`src/rtl/ccip_c0_rd_arb.sv`:
```
// ccip_c0_rd_arb
// Round-robin arbiter that merges NUM_REQ read requesters onto CCI-P TX
// channel 0. It tracks the cachelines in flight and grants a request only
// when the whole request still fits under MAX_RDS. The top mdata bits tag
// each request with its requester index, so responses can be routed back
// on RX channel 0.
//
// Ports
//   Clk_400        : clock, rising edge
//   SoftReset      : synchronous active-high reset
//   req_valid/hdr  : per-requester read request and TX header (slice i)
//   req_ready      : one-hot combinational grant
//   C0TxAlmFull    : TX channel 0 backpressure
//   tx_c0_hdr/rdvalid : registered issued read header
//   rx_c0_hdr/rdvalid : read response from the fabric
//   rsp_valid/hdr  : registered one-hot routed response, tag bits cleared
//   outstanding    : cachelines in flight
//   err_underflow  : sticky, set when a response arrives with nothing in flight
module ccip_c0_rd_arb #(
  parameter int NUM_REQ   = 4,
  parameter int L_NUM_REQ = $clog2(NUM_REQ),
  parameter int MAX_RDS   = 128,
  parameter int TXHDR_W   = 74,
  parameter int RXHDR_W   = 28
) (
  input  logic                         Clk_400,
  input  logic                         SoftReset,
  input  logic [NUM_REQ-1:0]           req_valid,
  input  logic [NUM_REQ*TXHDR_W-1:0]   req_hdr,
  output logic [NUM_REQ-1:0]           req_ready,
  input  logic                         C0TxAlmFull,
  output logic [TXHDR_W-1:0]           tx_c0_hdr,
  output logic                         tx_c0_rdvalid,
  input  logic [RXHDR_W-1:0]           rx_c0_hdr,
  input  logic                         rx_c0_rdvalid,
  output logic [NUM_REQ-1:0]           rsp_valid,
  output logic [RXHDR_W-1:0]           rsp_hdr,
  output logic [$clog2(MAX_RDS):0]     outstanding,
  output logic                         err_underflow
);

  localparam int OUT_W = $clog2(MAX_RDS) + 1;
  localparam int MD_LO = 16 - L_NUM_REQ;

  logic [L_NUM_REQ-1:0] rr_ptr_q, rr_ptr_d;
  logic [TXHDR_W-1:0]   tx_hdr_q, tx_hdr_d;
  logic                 tx_valid_q, tx_valid_d;
  logic [NUM_REQ-1:0]   rsp_valid_q, rsp_valid_d;
  logic [RXHDR_W-1:0]   rsp_hdr_q, rsp_hdr_d;
  logic [OUT_W-1:0]     outstanding_q, outstanding_d;
  logic                 err_q, err_d;

  logic [TXHDR_W-1:0]   hdr_arr [NUM_REQ];
  logic [L_NUM_REQ-1:0] probe;
  logic [L_NUM_REQ-1:0] cand_idx;
  logic                 cand_found;
  logic [TXHDR_W-1:0]   cand_hdr;
  logic [TXHDR_W-1:0]   tx_mod;
  logic [2:0]           cand_cost;
  logic                 fit;
  logic                 grant;
  logic [L_NUM_REQ-1:0] rx_idx;
  logic [RXHDR_W-1:0]   rx_clr;
  logic                 underflow_now;
  logic [OUT_W-1:0]     out_sum;

  always_comb begin
    for (int i = 0; i < NUM_REQ; i++) begin
      hdr_arr[i] = req_hdr[i*TXHDR_W +: TXHDR_W];
    end
  end

  // First valid requester at or after rr_ptr, wrapping. Only this candidate
  // is ever considered, so a long request is not starved by short ones.
  always_comb begin
    cand_found = 1'b0;
    cand_idx   = '0;
    probe      = '0;
    for (int k = 0; k < NUM_REQ; k++) begin
      probe = rr_ptr_q + L_NUM_REQ'(k);
      if (!cand_found && req_valid[probe]) begin
        cand_found = 1'b1;
        cand_idx   = probe;
      end
    end
  end

  always_comb begin
    cand_hdr  = hdr_arr[cand_idx];
    cand_cost = {1'b0, cand_hdr[69:68]} + 3'd1;
    // Credit check uses registered outstanding; a same-cycle response does
    // not help. outstanding never exceeds MAX_RDS, so OUT_W bits cannot wrap.
    fit       = (outstanding_q + OUT_W'(cand_cost)) <= OUT_W'(MAX_RDS);
    grant     = cand_found && !C0TxAlmFull && fit && !SoftReset;
    for (int i = 0; i < NUM_REQ; i++) begin
      req_ready[i] = grant && (cand_idx == L_NUM_REQ'(i));
    end
    tx_mod             = cand_hdr;
    tx_mod[15:MD_LO]   = cand_idx;
  end

  always_comb begin
    rx_idx          = rx_c0_hdr[15:MD_LO];
    rx_clr          = rx_c0_hdr;
    rx_clr[15:MD_LO] = '0;
    underflow_now   = rx_c0_rdvalid && (outstanding_q == '0);
  end

  always_comb begin
    rr_ptr_d   = grant ? cand_idx + L_NUM_REQ'(1) : rr_ptr_q;
    tx_valid_d = grant;
    tx_hdr_d   = grant ? tx_mod : tx_hdr_q;
    for (int i = 0; i < NUM_REQ; i++) begin
      rsp_valid_d[i] = rx_c0_rdvalid && (rx_idx == L_NUM_REQ'(i));
    end
    rsp_hdr_d  = rx_c0_rdvalid ? rx_clr : rsp_hdr_q;
    // A response with nothing in flight is routed but returns no credit,
    // so the count stays clamped at zero instead of wrapping.
    out_sum = outstanding_q + (grant ? OUT_W'(cand_cost) : '0);
    if (rx_c0_rdvalid && !underflow_now) begin
      out_sum = out_sum - OUT_W'(1);
    end
    outstanding_d = out_sum;
    err_d         = err_q || underflow_now;
  end

  always_ff @(posedge Clk_400) begin
    if (SoftReset) begin
      rr_ptr_q      <= '0;
      tx_hdr_q      <= '0;
      tx_valid_q    <= 1'b0;
      rsp_valid_q   <= '0;
      rsp_hdr_q     <= '0;
      outstanding_q <= '0;
      err_q         <= 1'b0;
    end else begin
      rr_ptr_q      <= rr_ptr_d;
      tx_hdr_q      <= tx_hdr_d;
      tx_valid_q    <= tx_valid_d;
      rsp_valid_q   <= rsp_valid_d;
      rsp_hdr_q     <= rsp_hdr_d;
      outstanding_q <= outstanding_d;
      err_q         <= err_d;
    end
  end

  assign tx_c0_hdr     = tx_hdr_q;
  assign tx_c0_rdvalid = tx_valid_q;
  assign rsp_valid     = rsp_valid_q;
  assign rsp_hdr       = rsp_hdr_q;
  assign outstanding   = outstanding_q;
  assign err_underflow = err_q;

endmodule

```
`config.mk`:
```
export PLATFORM = sky130hd
export DESIGN_NAME = ccip_c0_rd_arb
export DESIGN_NICKNAME = d
export VERILOG_FILES = /design/src/rtl/ccip_c0_rd_arb.sv
export SDC_FILE = /design/constraint.sdc
export NUM_CORES = 1
export LEC_CHECK = 0
export ABC_AREA = 1
export CAP_MARGIN = 20
export CORE_AREA = 2 2 177 179
export CTS_BUF_LIST = sky130_fd_sc_hd__clkbuf_16
export DETAILED_ROUTE_END_ITERATION = 8
export DIE_AREA = 0 0 179 181
export PLACE_DENSITY = 0.57
export SLEW_MARGIN = 20
export SYNTH_ARGS = -nofsm -noshare
export SYNTH_HDL_FRONTEND = slang
export SYNTH_SLANG_ARGS = --single-unit
```
`constraint.sdc`:
```
create_clock -name Clk_400 -period 8.18 [get_ports Clk_400]
set_clock_uncertainty 0.1 [all_clocks]
set_input_delay 1.227 -clock Clk_400 [delete_from_list [all_inputs] [get_ports Clk_400]]
set_output_delay 1.227 -clock Clk_400 [all_outputs]
set_load 0.005 [all_outputs]
```
---- Word level (Yosys, flattened, before mapping) ----
Cells that the tools add are included.
Widths: inputs -> output; s select.
operators by class
  add/subtract/negate cells ............... 8
  $lt $le $gt $ge ......................... 6
  equal/unequal tests ..................... 6
  mux-type cells .......................... 21
  bitwise gates (word level) .............. 1
  reduce and logical (&&, ||, !) cells .... 26
operators with widths
  cell                 number
  $bmux 74 s2          1
  $mux 74              2
  $add 8x3->8          2
  $logic_and 1x1->1    16
  $lt 2x3->1 const B   4
  $bmux 1 s2           4
  $eq 2x2->1 const B   4
  $le 8x8->1 const B   1
  $logic_not 8->1      1
  $mux 1               8
  $mux 2               4
  $mux 8               1
  $sub 8x1->8 const B  1
  $logic_not 1->1      6
  $add 2x1->2 const B  2
  $add 2x2->2 const B  2
  $eq 2x1->1 const B   2
  $logic_not 2->1      2
  $add 2x1->3 const B  1
  $ge 3x3->1 const B   1
  $mux 3               1
  $not 2->3            1
  $logic_or 1x1->1     1
word-level totals
  register bits after elaboration ......... 116
  input bits .............................. 332
  output and inout port bits .............. 120
  word-level logic and storage cells ...... 75

---- Longest topological paths before layout ----
Gate-level depths: netlist of the first run.
  depth after elaboration ................. 25
  depth in mapped cells ................... 47
  mapped depth without buffers ............ 44

---- Worst setup path before layout of the first run ----
Ideal clock, no wire load.
  path kind ............................... input -> register
  start point ............................. input port req_valid[3]
  end point ............................... register outstanding_q[7], in the netlist outstanding[7]
  library setup time ...................... 0.123 ns
  data arrival time ....................... 5.966 ns
  required time ........................... 7.957 ns
  path slack .............................. 1.991 ns
  cell stages on the path ................. 44
  path buffers ............................ 4
  cells stage by stage .................... inv_1 -> nand2_1 -> nand3_1 -> nand2_1 -> nor2_2 -> nand3_1 -> buf_4 -> nand3_4 -> inv_2 -> buf_4 -> nand2_1 -> nand2_1 -> nand2_1 -> nand2_1 -> ha_1 -> inv_1 -> fa_1 -> inv_1 -> [... 8 more ...] -> nand2_4 -> inv_1 -> buf_4 -> buf_2 -> nand3_1 -> inv_1 -> ha_1 -> inv_1 -> fa_1 -> inv_1 -> nand2_1 -> a21oi_1 -> xor2_1 -> nand2_1 -> nor2_1 -> nand3_1 -> o21ai_0 -> a21oi_1
between the ends
  word-level cells in the longest chain between the ends .. 25
  elaborated cells between the ends (all ways) .. 36
  those cells by class .................... add/sub (4); order compare (1); mux (21); bitwise (1); reduce/logical (9)
RTL lines
  item                             RTL line  source
  from (decl)                      28        input logic [NUM_REQ-1:0] req_valid,
  $bmux 1 s2                       81        if (!cand_found && req_valid[probe]) begin
  $mux 1 (not written as such)     81
  $mux 1                           81
  $logic_not 1->1                  81
  $logic_and 1x1->1                81
  $mux 1                           81
  $logic_not 1->1                  81
  $logic_and 1x1->1                81
  [... 8 more ...]                 n/a
  net cand_hdr[68]                 57        logic [TXHDR_W-1:0] cand_hdr;
  $add 2x1->3 (*)                  90        cand_cost = {1'b0, cand_hdr[69:68]} + 3'd1;
  $add 8x3->8                      93        fit = (outstanding_q + OUT_W'(cand_cost)) <= OUT_W'(MAX_RDS);
  $le 8x8->1                       93
  $logic_and 1x1->1 (2 in series)  94        grant = cand_found && !C0TxAlmFull && fit && !SoftReset;
  $mux 3 (*)                       119       out_sum = outstanding_q + (grant ? OUT_W'(cand_cost) : '0);
  $add 8x3->8 (*)                  119
  $sub 8x1->8                      121       out_sum = out_sum - OUT_W'(1);
  $mux 8 (*)                       120       if (rx_c0_rdvalid && !underflow_now) begin
  to (signal assigned)             142       outstanding_q <= outstanding_d;
  to (decl)                        50        logic [OUT_W-1:0] outstanding_q, outstanding_d;
The timed path passes the listed nets; every way through them passes the cells marked *. The select of a mux whose other input is x is not followed.
A chain may end at the register's enable or synchronous reset.

---- Worst setup path in the final report of the first run ----
  start point ............................. input port req_valid[1]
  end point ............................... output port req_ready[0]
between the ends
  word-level cells in the longest chain between the ends .. 22
  elaborated cells between the ends (all ways) .. 34
  those cells by class .................... add/sub (2); order compare (1); mux (19); bitwise (1); reduce/logical (11)
RTL lines
  item                                             RTL line  source
  $bmux 1 s2                                       81
  $mux 1 (not written as such)                     81
  $mux 1                                           81
  $logic_not 1->1                                  81
  $logic_and 1x1->1                                81
  $mux 1                                           81
  $logic_not 1->1                                  81
  $logic_and 1x1->1                                81
  [... 5 more ...]                                 n/a
  $bmux 74 s2 (*)                                  89        cand_hdr = hdr_arr[cand_idx];
  $mux 74 (not written as such) (*) (2 in series)  89
  net cand_hdr[69]                                 57
  $add 2x1->3 (*)                                  90
  $add 8x3->8 (*)                                  93
  $le 8x8->1 (*)                                   93
  $logic_and 1x1->1 (*) (2 in series)              94
  $logic_and 1x1->1 (*)                            96        req_ready[i] = grant && (cand_idx == L_NUM_REQ'(i));
  to (decl)                                        30        output logic [NUM_REQ-1:0] req_ready,
Marked as above.

==> run_results.csv, run 1 <==
group,metric,value,unit
cts,cts_sinks,116,
cts,clkLatencyLatePin,420,ps
floorplanning,io_pins,452,
placed_design,place.gp.congestion,0.839,
setup_path,critPathMaxStageDelay,570,ps
pwr,p_per_area,258,nW/um^2
cts,root_buffer,"clkbuf_16",
setup_path,cp_top_family,"simple AND/OR/NAND/NOR gates",
layout,layout-drive-gt1-share,0.0361,
cts,cts_made_buffers,17,
layout,fillers,3266,
floorplanning,fp.coreArea,30300,um^2
placed_design,port_buffers,441,
floorplanning,die_x,179,um
cts,htree_levels,4,
yosys,ys_ff_latch,116,
timing,drv_slew,0,
pwr,ir_drop,0.161,mV
global_routing,grt_pass1_wl,51.5,mm
timing,hold_viol_final,0,
timing,rsz0062_at_grt,"no",
cts,clockBufferDepth,2,
placed_design,dp.cells,2138,
timing,setup_viol,0,
cts,postCtsSetupBuffers,0,
yosys,ys_warn_count,0,
setup_path,crit_type,"primary input to primary output",
yosys,ys_seq_area_frac,0.300,
layout,multi_input_area,4390,um^2
global_routing,grt_remaining_overflow,0,
placed_design,detailed_place_hpwl,25.7,mm
yosys,netlist_area,7750,um^2
timing,worst_slack,1090,ps
timing,slew_headroom,0.324,
global_routing,gr-usage-all-layers,0.208,
setup_path,end_kind,"primary output",
yosys,synth_area_per_cell,5.66,um^2
setup_path,critPathBufInv,6,
cts,cts_tree,"built",
flow_run,cap_violations,0,
drt,wl_per_cell,16.4,um
pwr,total_power,3.34,mW
timing,period_share,0.867,
timing,fin_setup_tns,0,ps
status,status,"complete, no violations",
placed_design,place_ws,937,ps
timing,fmax,141,MHz
cts,post_cts_resized,0,
drt,drt_pass1_iterations,4,
yosys,yosysTopAreaCellShare,0.300,
pwr,p_leak,6.02,nW
setup_path,cpMaxStageDelayCell,"clkdlybuf4s50_1",
drt,routed_via_density,4.45,
floorplanning,die_area,32400,um^2
setup_path,path_common_cell,"nand2_1",
global_routing,antenna_found_initial,4,
global_routing,grt_max_degree,103,
layout,layout.nets,2107,
floorplanning,rows,64,
yosys,synth_top_cell_by_area,"dfxtp_1",
layout,fin_cells,2172,
timing,worst_pin_slew,1010,ps
cts,clk_pin_slew,70,ps
setup_path,crit_path_start_kind,"primary input",
layout,regArea,2320,um^2
drt,dr.first_iter.drc_count,419,
drt,remaining_drc_errors,0,
floorplanning,start_util,0.255,
cts,cts_hold_buf,0,
setup_path,worstPathArrival,5770,ps
global_routing,grt_pass1_vias,8955,
hold_path,holdCritPathClass,"flip-flop to flip-flop",
drt,drt.antenna.violating_nets,0,
setup_path,critPathMaxFanout,28,
timing,period_needed,7090,ps
yosys,syn_inst,1369,
yosys,synth_cell_type_count,27,
floorplanning,die_h,181,um
drt,vias,9674,
setup_path,required,6850,ps
layout,area_delta_synth_final,66.8,%
drt,drt_wl_total,35.6,mm
yosys,synthTopCellsByArea,"dfxtp_1, nand2_1, nor2_1, inv_1, nand3_1",
## placed cells by master (no fill, tap or decap), types with 3 or more instances in the layout
cell / synthesis / final
nand2_1: 523 / 523
clkdlybuf4s50_1: 0 / 440
nor2_1: 195 / 195
inv_1: 155 / 154
dfxtp_1: 116 / 116
nand3_1: 112 / 111
a21oi_1: 56 / 56
nand4_1: 47 / 47
o21ai_0: 37 / 37
clkbuf_16: 0 / 17
buf_4: 17 / 13
ha_1: 12 / 12
xor2_1: 6 / 6
inv_2: 6 / 5
nor3_1: 5 / 5
inv_6: 0 / 5
clkinv_8: 0 / 4
nand2_2: 3 / 3
clkinv_1: 2 / 3
clkinvlp_4: 0 / 3
## logic make-up (layout without fill, tap and decap cells)
logic type | after synthesis | in the layout | share of synthesized area
xor gates and xnor gates | 6 | 6 | 0.00678
other | 1 | 4 | 0.000484
DFF | 116 | 116 | 0.300
and+or+nand+nor | 892 | 892 | 0.472
adders and majority gates | 14 | 14 | 0.0245
buffers and inverters | 246 | 650 | 0.136
AOI/OAI and AO/OA | 94 | 94 | 0.0610
## worst reg2reg max path, delay by kind of cell, from the launching register on
family	cells	cell delay, ps
DFF	1	550
buffers and inverters	8	1000
adders and majority gates	4	1260
and+or+nand+nor	24	2490
AOI/OAI and AO/OA	3	400
xor gates and xnor gates	1	290
## Yosys cell counts
cell type,instances
nand3_2,1
xor2_1,6
buf_1,3
buf_2,22
clkinv_1,2
nand4_1,47
fa_1,2
or2_2,1
nand2_1,523
inv_1,155
o21ai_0,37
nor2_2,3
nand3_1,112
a21oi_1,56
conb_1,1
nand2_4,1
nand2_2,3
o21a_1,1
nor2_1,195
ha_1,12
clkbuf_1,36
dfxtp_1,116
nor3_1,5
buf_6,5
nand3_4,1
buf_4,17
inv_2,6
## worst paths after layout
kind,start,end,slack [ps],cells after the start
setup / recovery,req_valid[1],req_ready[0],1090,27
hold / removal,err_underflow,err_underflow,370,2
setup reg to reg,rr_ptr_q[0],outstanding[7],1960,40
hold reg to reg,err_underflow,err_underflow,370,2
## area by class of cell
cell class                      count  area share
Timing Repair Buffer              455       0.349
Multi-Input combinational cell   1008       0.339
Sequential cell                   116       0.180
Inverter                          163      0.0474
Tap cell                          396      0.0383
Clock buffer                       17      0.0329
Clock inverter                     15      0.0126
Antenna cell                        2    0.000387
## sequential cells by signal (all words and copies together), names as in the netlist
register	cells
err_underflow	1
outstanding	8
rr_ptr_q	2
rsp_hdr	26
rsp_valid	4
tx_c0_hdr	74
tx_c0_rdvalid	1
## per-stage QoR
step	area [um^2]	util	hold WS, ps
2_1_floorplan	7750	-	360
3_3_place_gp	12300	0.406	351
3_5_place_dp	12300	0.406	361
4_1_cts	12900	0.426	382
5_1_grt	12900	0.426	400
6_report	12900	0.426	375
## routing by layer
layer	vias up	track usage	share of wire
met5	-	0	0.00079
met4	4	0.0676	0.023
met3	41	0.0636	0.090
met2	346	0.353	0.48
met1	4289	0.247	0.41
li1	4994	-	-
## power breakdown
group	leakage, nW	total, mW	switching, mW	internal [mW]
registers	0.956	0.746	0.0728	0.673
clock network	0.276	0.759	0.352	0.407
logic	4.79	1.84	1.12	0.721
total	6.02	3.34	1.54	1.80
No activity file was read; power rests on OpenSTA's default activity.
==> run 2, diff against run 1 <==
REMOVE_ABC_BUFFERS = 1   (was default)
==> run 2 against run 1 <==
- sequential share of layout area hardly changed
- clock power is 1% lower
- largest cell class unchanged
- final area hardly changed
- via count is 0.88% higher
- routed wire length is 2.6% lower
- critical endpoint is now req_ready[2]
- maximum frequency is 1.8% lower
- critical path type unchanged
==> run_results.csv, run 2 (same netlist as run 1, synthesis figures left out) <==
group,metric,value,unit
status,status,"complete, no violations",
drt,wl_per_cell,15.9,um
drt,remaining_drc_errors,0,
cts,clk_pin_slew,70,ps
timing,slew_headroom,0.367,
drt,routed_via_density,4.49,
cts,clockBufferDepth,2,
cts,postCtsSetupBuffers,0,
floorplanning,die_h,181,um
floorplanning,die_area,32400,um^2
pwr,p_clk_frac,0.225,
setup_path,crit_type,"primary input to primary output",
layout,layout_commonest_cell,"nand2_1",
timing,setup_viol,0,
timing,fmax,138,MHz
floorplanning,fp.coreArea,30300,um^2
pwr,p_int,1.82,mW
global_routing,antenna_found_initial,1,
cts,cts_sinks,116,
pwr,p_leak,6.04,nW
layout,layout.nets,2110,
drt,dr.first_iter.drc_count,448,
timing,rsz0062_at_grt,"no",
setup_path,critPathMaxFanout,35,
layout,postLayoutCellArea,12900,um^2
setup_path,required,6850,ps
drt,drt.antenna.violating_nets,0,
placed_design,dp.cells,2141,
timing,whs,371,ps
timing,period_needed,7230,ps
floorplanning,die_x,179,um
cts,post_cts_resized,0,
timing,worst_pin_slew,947,ps
pwr,total_power,3.32,mW
layout,multi_input_area,4390,um^2
flow_run,cap_violations,0,
floorplanning,io_pins,452,
layout,regArea,2320,um^2
setup_path,crit_path_start_kind,"primary input",
pwr,p_per_area,257,nW/um^2
layout,largest_reg_flops,74,
placed_design,place_area,12400,um^2
global_routing,gr-usage-all-layers,0.207,
pwr,ir_drop,0.195,mV
pwr,seqPwrFrac,0.224,
hold_path,holdCritPathClass,"flip-flop to flip-flop",
floorplanning,rows,64,
drt,drt_pass1_iterations,5,
global_routing,grt_max_degree,73,
placed_design,place.gp.congestion,0.855,
setup_path,worstPathArrival,5900,ps
timing,hold_viol_final,0,
setup_path,end_kind,"primary output",
global_routing,grt_remaining_overflow,0,
timing,period_share,0.883,
drt,drt_wl_total,34.7,mm
layout,fin_cells,2175,
placed_design,detailed_place_hpwl,25.1,mm
placed_design,port_buffers,441,
pwr,sw_frac_of_total,0.451,
cts,clkLatencyLatePin,420,ps
cts,cts_made_buffers,17,
layout,layout-drive-gt1-share,0.0377,
cts,cts_hold_buf,0,
layout,final_cell_mix,"nand2_1, clkdlybuf4s50_1, nor2_1, inv_1, dfxtp_1",
timing,drv_slew,0,
cts,root_buffer,"clkbuf_16",
drt,vias,9759,
layout,fillers,3224,
global_routing,grt_pass1_wl,51.8,mm
pwr,power_frac_comb,0.550,
pwr,switchingPower,1.50,mW
cts,htree_levels,4,
global_routing,grt_pass1_vias,9269,
layout,area_delta_synth_final,66.9,%
cts,cts_tree,"built",
floorplanning,start_util,0.255,
[run 2: changes by cell type in the layout (fill, tap and decap cells not counted), moves of 2 or more]
| cell | previous run | this run |
|---|---|---|
| buf_4 | 13 | 17 |
| clkinv_8 | 4 | 0 |
| clkinv_4 | 1 | 4 |
| clkinv_2 | 1 | 3 |
[run 2: power by group through the flow]
stage	sequential, mW	clock [mW]	combinational, mW
3_5_place_dp	0.756	0	1.85
2_1_floorplan	0.757	0	1.03
6_report	0.745	0.748	1.83
5_1_grt	0.761	0.793	2.07
4_1_cts	0.745	0.775	1.85
3_3_place_gp	0.753	0	1.84
[run 2: routing by layer]
layer	track usage	routed length (um)
met3	0.0591	3050
met4	0.0631	795
met5	0	0
met2	0.369	17100
met1	0.237	13800
[run 2: cell type report]
class | instances | share of cell area
Antenna cell | 2 | 0.000387
Clock buffer | 17 | 0.0329
Clock inverter | 15 | 0.0112
Inverter | 163 | 0.0474
Multi-Input combinational cell | 1008 | 0.339
Sequential cell | 116 | 0.180
Tap cell | 396 | 0.0383
Timing Repair Buffer | 458 | 0.351
[run 2: worst max-delay path, cell delays in order]
cell	delay (ps)
clkdlybuf4s50_1	420
inv_1	70
nand2_1	60
nand3_1	120
nand2_1	100
nor2_2	190
nand3_2	340
nand3_4	260
clkinv_2	460
nand2_1	180
nand2_1	60
nand2_1	70
nand2_1	70
ha_1	300
inv_1	70
fa_1	410
inv_1	80
nand2_1	60
nand2_1	110
nand3_1	90
nand2_1	70
nand2_1	50
nor2_1	90
nand2_1	60
nand2_1	90
nand2_4	100
nor2_1	120
clkdlybuf4s50_1	540
[run 2: through the flow]
step,util,setup WS [ps],setup TNS (ps)
after floorplan,-,-1340,-7700
final,0.426,953,0
after detailed placement,0.407,624,0
after global placement,0.407,682,0
after CTS,0.426,933,0
after global routing,0.426,349,0
[run 2: path summary, 6_finish.rpt]
kind / startpoint / endpoint / slack, ps / depth (start not counted)
worst max-delay path: req_valid[3] / req_ready[2] / 950 / 28
worst min-delay path: tx_c0_hdr[15] / tx_c0_hdr[15] / 370 / 2
worst max register to register: rr_ptr_q[0] / outstanding[7] / 1620 / 41
worst min register to register: tx_c0_hdr[15] / tx_c0_hdr[15] / 370 / 2
